$ cat src/rtl/swap_regfile_p.sv
// Register file with atomic two-entry swap through a temp register.
// Busy/done handshake, command rejection pulse and saturating swap count.
module swap_regfile_p #(
  parameter int DATA_W = 8,
  parameter int ADDR_W = 8,
  parameter int CNT_W  = 16
) (
  input  logic              clk,
  input  logic              reset,
  input  logic              we,
  input  logic [ADDR_W-1:0] w_addr,
  input  logic [DATA_W-1:0] w_data,
  input  logic              re,
  input  logic [ADDR_W-1:0] r_addr,
  input  logic              swap_req,
  input  logic [ADDR_W-1:0] a_addr,
  input  logic [ADDR_W-1:0] b_addr,
  output logic [DATA_W-1:0] r_data,
  output logic              r_valid,
  output logic              swap_busy,
  output logic              swap_done,
  output logic              cmd_rej,
  output logic [CNT_W-1:0]  swap_cnt
);

  localparam int DEPTH = 1 << ADDR_W;

  typedef enum logic [1:0] {
    IDLE  = 2'd0,
    LOAD  = 2'd1,
    MOVE  = 2'd2,
    STORE = 2'd3
  } state_t;

  state_t state_q;
  state_t state_d;

  logic [DATA_W-1:0] mem [DEPTH];
  logic [DATA_W-1:0] tmp_q;
  logic [ADDR_W-1:0] a_q;
  logic [ADDR_W-1:0] b_q;

  logic idle;
  logic accept;
  logic port_rd;
  logic port_wr;
  logic rej;

  assign idle    = (state_q == IDLE);
  assign accept  = idle && swap_req;
  assign port_rd = idle && !swap_req && re;
  assign port_wr = idle && !swap_req && we;
  assign rej     = idle ? (swap_req && (we || re))
                        : (we || re || swap_req);

  assign swap_busy = !idle;

  // State register; reset abandons any swap in flight.
  always_ff @(posedge clk or posedge reset) begin
    if (reset) state_q <= IDLE;
    else       state_q <= state_d;
  end

  // Next-state: fixed three-step sequence once a swap is taken.
  always_comb begin
    state_d = IDLE;
    unique case (state_q)
      IDLE:    state_d = swap_req ? LOAD : IDLE;
      LOAD:    state_d = MOVE;
      MOVE:    state_d = STORE;
      STORE:   state_d = IDLE;
      default: state_d = IDLE;
    endcase
  end

  // Operand latch, temp capture, handshake pulses and swap counter.
  always_ff @(posedge clk or posedge reset) begin
    if (reset) begin
      a_q       <= '0;
      b_q       <= '0;
      tmp_q     <= '0;
      r_data    <= '0;
      r_valid   <= 1'b0;
      swap_done <= 1'b0;
      cmd_rej   <= 1'b0;
      swap_cnt  <= '0;
    end else begin
      if (accept) begin
        a_q <= a_addr;
        b_q <= b_addr;
      end
      if (state_q == LOAD) tmp_q <= mem[a_q];
      if (port_rd) r_data <= mem[r_addr];
      r_valid   <= port_rd;
      swap_done <= (state_q == STORE);
      cmd_rej   <= rej;
      if (state_q == STORE && swap_cnt != '1)
        swap_cnt <= swap_cnt + CNT_W'(1);
    end
  end

  // Array writes: port write when idle, otherwise the swap moves.
  always_ff @(posedge clk) begin
    if (!reset) begin
      if (port_wr)                 mem[w_addr] <= w_data;
      else if (state_q == MOVE)    mem[a_q]    <= mem[b_q];
      else if (state_q == STORE)   mem[b_q]    <= tmp_q;
    end
  end

endmodule

$ cat config.mk
export PLATFORM = sky130hd
export DESIGN_NAME = swap_regfile_p
export DESIGN_NICKNAME = d
export VERILOG_FILES = /design/src/rtl/swap_regfile_p.sv
export SDC_FILE = /design/constraint.sdc
export NUM_CORES = 2
export LEC_CHECK = 0
export BUFFER_PORTS_ARGS = -buffer_cell sky130_fd_sc_hd__buf_2
export CAP_MARGIN = 25
export CORE_ASPECT_RATIO = 1.5
export CORE_MARGIN = 2
export CORE_UTILIZATION = 30
export DETAILED_ROUTE_END_ITERATION = 16
export HOLD_SLACK_MARGIN = 0.02
export PLACE_DENSITY = 0.51
export SLEW_MARGIN = 20
export SYNTH_ARGS = -nofsm -noshare
export SYNTH_HDL_FRONTEND = slang
export SYNTH_SLANG_ARGS = --single-unit
$ cat constraint.sdc
create_clock -name clk -period 13.4 [get_ports clk]
set_clock_uncertainty 0.15 [all_clocks]
set_input_delay 2.68 -clock clk [delete_from_list [all_inputs] [get_ports clk]]
set_output_delay 2.68 -clock clk [all_outputs]
set_load 0.02 [all_outputs]
# Yosys cells after proc, flatten, opt, wreduce, memory -nomap -nowiden
# Memories as Yosys holds them, arrays and structs flattened. A register that Yosys moved wholly into a read port is not among the register bits.
# Index checks and enable logic that the tools add are counted.
[word_totals] regBits=37 ramBits=2048 input_bits=45 output_inout_bits=28 elab_cells=47 memories=1
[memory_table] name="mem" depth=256 word_bits=8 read_ports=3 rd_ports_with_merged_regs=2 wr=1 line="38" source="logic [DATA_W-1:0] mem [DEPTH];"
[classes] addsub=1 eq_ne=4 n_mux=21 reduce_logical=13
[ops] cell="$mux 8" count=4
[ops] cell="$add 16x1->16 const B" count=1
[ops] cell="$mux 1" count=16
[ops] cell="$ne 16x16->1 const B" count=1
[ops] cell="$reduce_or 8->1" count=2
[ops] cell="$pmux 2 s4" count=1
[ops] cell="$logic_and 1x1->1" count=6
[ops] cell="$eq 2x2->1 const B" count=2
[ops] cell="$eq 2x1->1 const B" count=1
[ops] cell="$logic_not 1->1" count=2
[ops] cell="$logic_not 2->1" count=1
[ops] cell="$logic_or 1x1->1" count=2

# Longest topological paths before layout
[depth] ltp_word=9 depth_mapped=12 mapped_depth_nobuf=9

# Least setup slack after synthesis
# OpenSTA, ideal clock, no wires.
[synth_timing] path_kind="input -> register" start="in reset" end="mem mem[0][1], data pin" setup_ns=2.237 t_arrival_ns=15.169 required_time_ns=11.013 path_slack_ns=-4.156 path_stages=7 n_path_buf=1 cell_sequence="inv_1 -> and3_1 -> buf_2 -> nand2_1 -> nor3_1 -> o41ai_1 -> o31ai_1"
[synth_between] elab_chain_cells=5 elab_cells_between_ends=8 classes_between="mux (6); reduce/logical (2)"
[synth_lines] item="start: declaration" line="9" source="input logic reset,"
[synth_lines] item="$mux 1" line="104" source="if (!reset) begin"
[synth_lines] item="$mux 1 (not written as such)" line="106" source="else if (state_q == MOVE) mem[a_q] <= mem[b_q];"
[synth_lines] item="$reduce_or 8->1 (no source line)"
[synth_lines] item="$mux 8 (no source line)"
[synth_lines] item="$mux 8 (no source line) (*)"
[synth_lines] item="end: declaration" line="38"
# Every way passes the cells marked *; elsewhere a longest branch is shown, timed or not.

# Worst setup path after layout
[layout_timing] start="reg b_q[0]" end="mem mem[1][6], data pin"
[layout_between] elab_chain_cells=3
[layout_lines] item="start: declaration" line="41" source="logic [ADDR_W-1:0] b_q;"
[layout_lines] item="start signal: assignment" line="90" source="b_q <= b_addr;"
[layout_lines] item="$mem_v2 256x8"
[layout_lines] item="$mux 8 (no source line) (2 in series)"
# No other way between the ends.

==> flow_summary.toml <==
[route]
vias = 72200
drc = 0
wl_mm = 485
routedWlPerCell_um = 42.6
vias_per_cell = 6.34
drt.antenna.violating_nets = 0
drt_iter0_drc = 10000
drt_pass1_iterations = 12

[cts]
clkSinkCount = 2101
cts_setup_buffers = 0
cts_max_path_buffers = 4
cts_resized = 0
holdBufCountCts = 0
clk_pin_slew_ns = 0.07
cts_tree = "done"
clk_latency_ns = 0.95
cts_root_buffer = "clkbuf_16"
htreeDepth = 4
cts_buffers = 204

[synthesis]
ys_async_sr_fraction = 0.0252
synth_nets = 6289
synth_area_per_cell_sq_um = 18.4
synthesis.area_sq_um = 115000
yosys_most_used_dff = "edfxtp_1"
synth_area_leaders = "edfxtp_1 54%, mux4_2 31%, mux2i_1 3.5%"
ys_ff_latch = 2101
yosys.area.top_type_share = 0.535
synth_edf_count = 2048
ys_seq_area_frac = 0.547
ys_warn_count = 0
post-synth-top-area-cell = "edfxtp_1"
synth.distinct_cells = 70
syn_inst = 6237

[setup_path]
crit_family = "buffers and inverters"
critPathKind = "reg -> reg"
end_kind = "register"
path_cells = "buf_12, buf_4, mux4_2, nor2b_1, a211oi_1, a211oi_1, nor4_4, buf_6, or4_1, o21ai_4, buf_4, buf_12"
max_stage_delay_ns = 0.94
path_max_fanout = 128
rr_worst_depth = 12
r2r_slack_ns = 6.08
critPathSlowestCell = "dfrtp_4"
arrival_ns = 7.70
r2r-end = "mem[1][6]"
rr_startpoint = "b_q[0]"
required_ns = 13.78
startpoint_type = "register"
cp.buffers_inverters = 5

[timing]
fmax_ghz = 0.137
slew_violations = 0
setup_tns_ns = 0
rsz0062_at_grt = "false"
setup_violations = 0
fin_crit_ns = 7.32
worst_slew_pin_slew_ns = 1.34
finalCritPeriodShare = 0.546
finalHoldViolations = 0
relSlewSlack = 0.105
hold_slack_ns = 0.345

[grt]
antenna_found_initial = 41
grt_max_degree = 147
grt_pass1_vias = 72300
globalRouteOverflowTotal = 0
grt_use_total = 0.246
grt_pass1_wl_mm = 652

[die]
die_w_um = 509
die_height_um = 762
start_util = 0.301
core_sq_um = 382000
row_count = 278
die-area_sq_um = 388000
io_pins = 73

[hold_path]
hold_end = "swap_cnt[15]"
hold_class = "reg -> reg"
min-delay-start = "swap_cnt[15]"
holdPathStages = 1

[cells_and_area]
drive_gt1_frac = 0.368
fin_area_sq_um = 127000
syn_to_final_growth_pct = 11.0
fill_cells = 35900
final_net_count = 6211

[power_and_ir_drop]
vdd_ir_drop_max_v = 0.000264
p_sw_mw = 11.3
seq_power_share = 0.321
clockPowerShare = 0.219
power_leakage_nw = 38.7
pwr-share-comb = 0.461
swShare = 0.415
p_per_area_nw_per_um2 = 214
intPower_mw = 16.0

[placement]
gp_congestion = 0.976
io_buffers = 72
dpl_cell_area_sq_um = 121000
dpl.hpwl_mm = 337

[status]
status = "finished clean"

[run]
maxCapViolations = 0
-- cells in the mapped netlist (all sizes together), types with 12 or more instances --
master,number
o22ai,192
a32oi,15
dfrtp,53
nor4,25
edfxtp,2048
inv,15
a211oi,85
and2,19
nand4,12
nor2,333
mux2i,396
nand2b,20
mux4,1576
a22oi,59
nor3,96
o221ai,96
nand3,59
o21ai,19
o31ai,17
nand2,197
mux2,21
or3,15
buf,378
nor2b,40
clkbuf,198
a31oi,17
o22a,12
a21oi,86
-- how the worst max path moves through the flow --
stage	startpoint	endpoint	slack [ns]	cells after the start
2_1_floorplan	reset	mem[0][0]	0.49	6
3_3_place_gp	r_addr[0]	r_data[3]	5.30	10
3_5_place_dp	r_addr[0]	r_data[3]	5.70	10
4_1_cts	b_q[0]	mem[231][2]	6.13	10
5_1_grt	b_q[0]	mem[0][6]	5.88	12
6_report	b_q[0]	mem[1][6]	6.08	12
-- cell type report --
type                            instances  area [sq um]  area share
Antenna cell                           28          70.1    0.000550
Inverter                               18          83.8    0.000658
Clock buffer                          224          5280      0.0414
Sequential cell                      2101         62900       0.493
Multi-Input combinational cell       3542         49100       0.385
Tap cell                             5040          6310      0.0495
Clock inverter                        143          1320      0.0103
Timing Repair Buffer                  292          2500      0.0196
-- state kept, by name (all words and copies together), names as in the netlist --
signal / count
mem: 2048
state_q: 2
swap_cnt: 16
a_q: 8
swap_done: 1
r_valid: 1
cmd_rej: 1
tmp_q: 8
b_q: 8
r_data: 8
-- power groups by stage --
stage	registers [mW]	logic [mW]	clock network, mW
2_1_floorplan	9.03	7.47	0
3_3_place_gp	8.88	12.3	0
3_5_place_dp	8.89	12.3	0
4_1_cts	8.75	12.3	6.03
5_1_grt	8.76	12.7	6.23
6_report	8.77	12.6	5.97
-- per-layer routing --
layer | up-vias | global-route usage | share of wire
li1 | 27200 | - | -
met1 | 39100 | 0.271 | 0.33
met2 | 4615 | 0.413 | 0.49
met3 | 1284 | 0.0465 | 0.080
met4 | 22 | 0.199 | 0.099
met5 | - | 0 | 0.00031
-- placed cells by master (no fill, tap or decap), drive strengths merged, types with 8 or more instances in the layout --
| cell type | count |
|---|---|
| o221ai | 96 |
| clkinv | 85 |
| nor3 | 96 |
| nor2 | 333 |
| mux2 | 21 |
| or4 | 8 |
| nand2 | 197 |
| a311oi | 9 |
| edfxtp | 2048 |
| inv | 25 |
| nor4 | 25 |
| dfrtp | 53 |
| a211o | 9 |
| or3 | 15 |
| o22a | 12 |
| a31o | 8 |
| nand2b | 20 |
| o21ai | 19 |
| xor2 | 8 |
| nor2b | 40 |
| mux4 | 1576 |
| bufinv | 18 |
| buf | 291 |
| clkbuf | 225 |
| nand3 | 59 |
| o41ai | 9 |
| nand4 | 12 |
| a32oi | 15 |
| mux2i | 396 |
| a211oi | 85 |
| clkinvlp | 33 |
| diode | 28 |
| a21oi | 86 |
| and2 | 19 |
| o31ai | 17 |
| a22oi | 59 |
| o22ai | 192 |
| a31oi | 17 |
-- per-stage QoR --
stage / instances / worst slack, ns / util / power, mW
floorplan: 6237 / 0.492 / - / 16.5
global placement: 10900 / 5.30 / 0.315 / 21.2
detailed placement: 11000 / 5.70 / 0.316 / 21.2
CTS: 11300 / 6.13 / 0.333 / 27.1
global route: 11400 / 5.88 / 0.334 / 27.7
finish: 11400 / 6.08 / 0.334 / 27.3
-- worst register-to-register path: stages, from the launching register on --
cell and delay, ns:
dfrtp_4 0.94, buf_12 0.56, buf_4 1.03, mux4_2 0.40, nor2b_1 0.14, a211oi_1 0.07, a211oi_1 0.68, nor4_4 0.08
buf_6 0.18, or4_1 0.54, o21ai_4 0.48, buf_4 0.75, buf_12 0.54
-- logic make-up after synthesis --
family / after synthesis / synth area share
mux: 1993 / 0.346
simple gates: 853 / 0.0337
flops: 2101 / 0.547
compound gates: 674 / 0.0421
xor+xnor: 15 / 0.00114
buf+inv: 594 / 0.0297
fa+ha+maj: 7 / 0.000763
No activity file was read; power rests on OpenSTA's default activity.
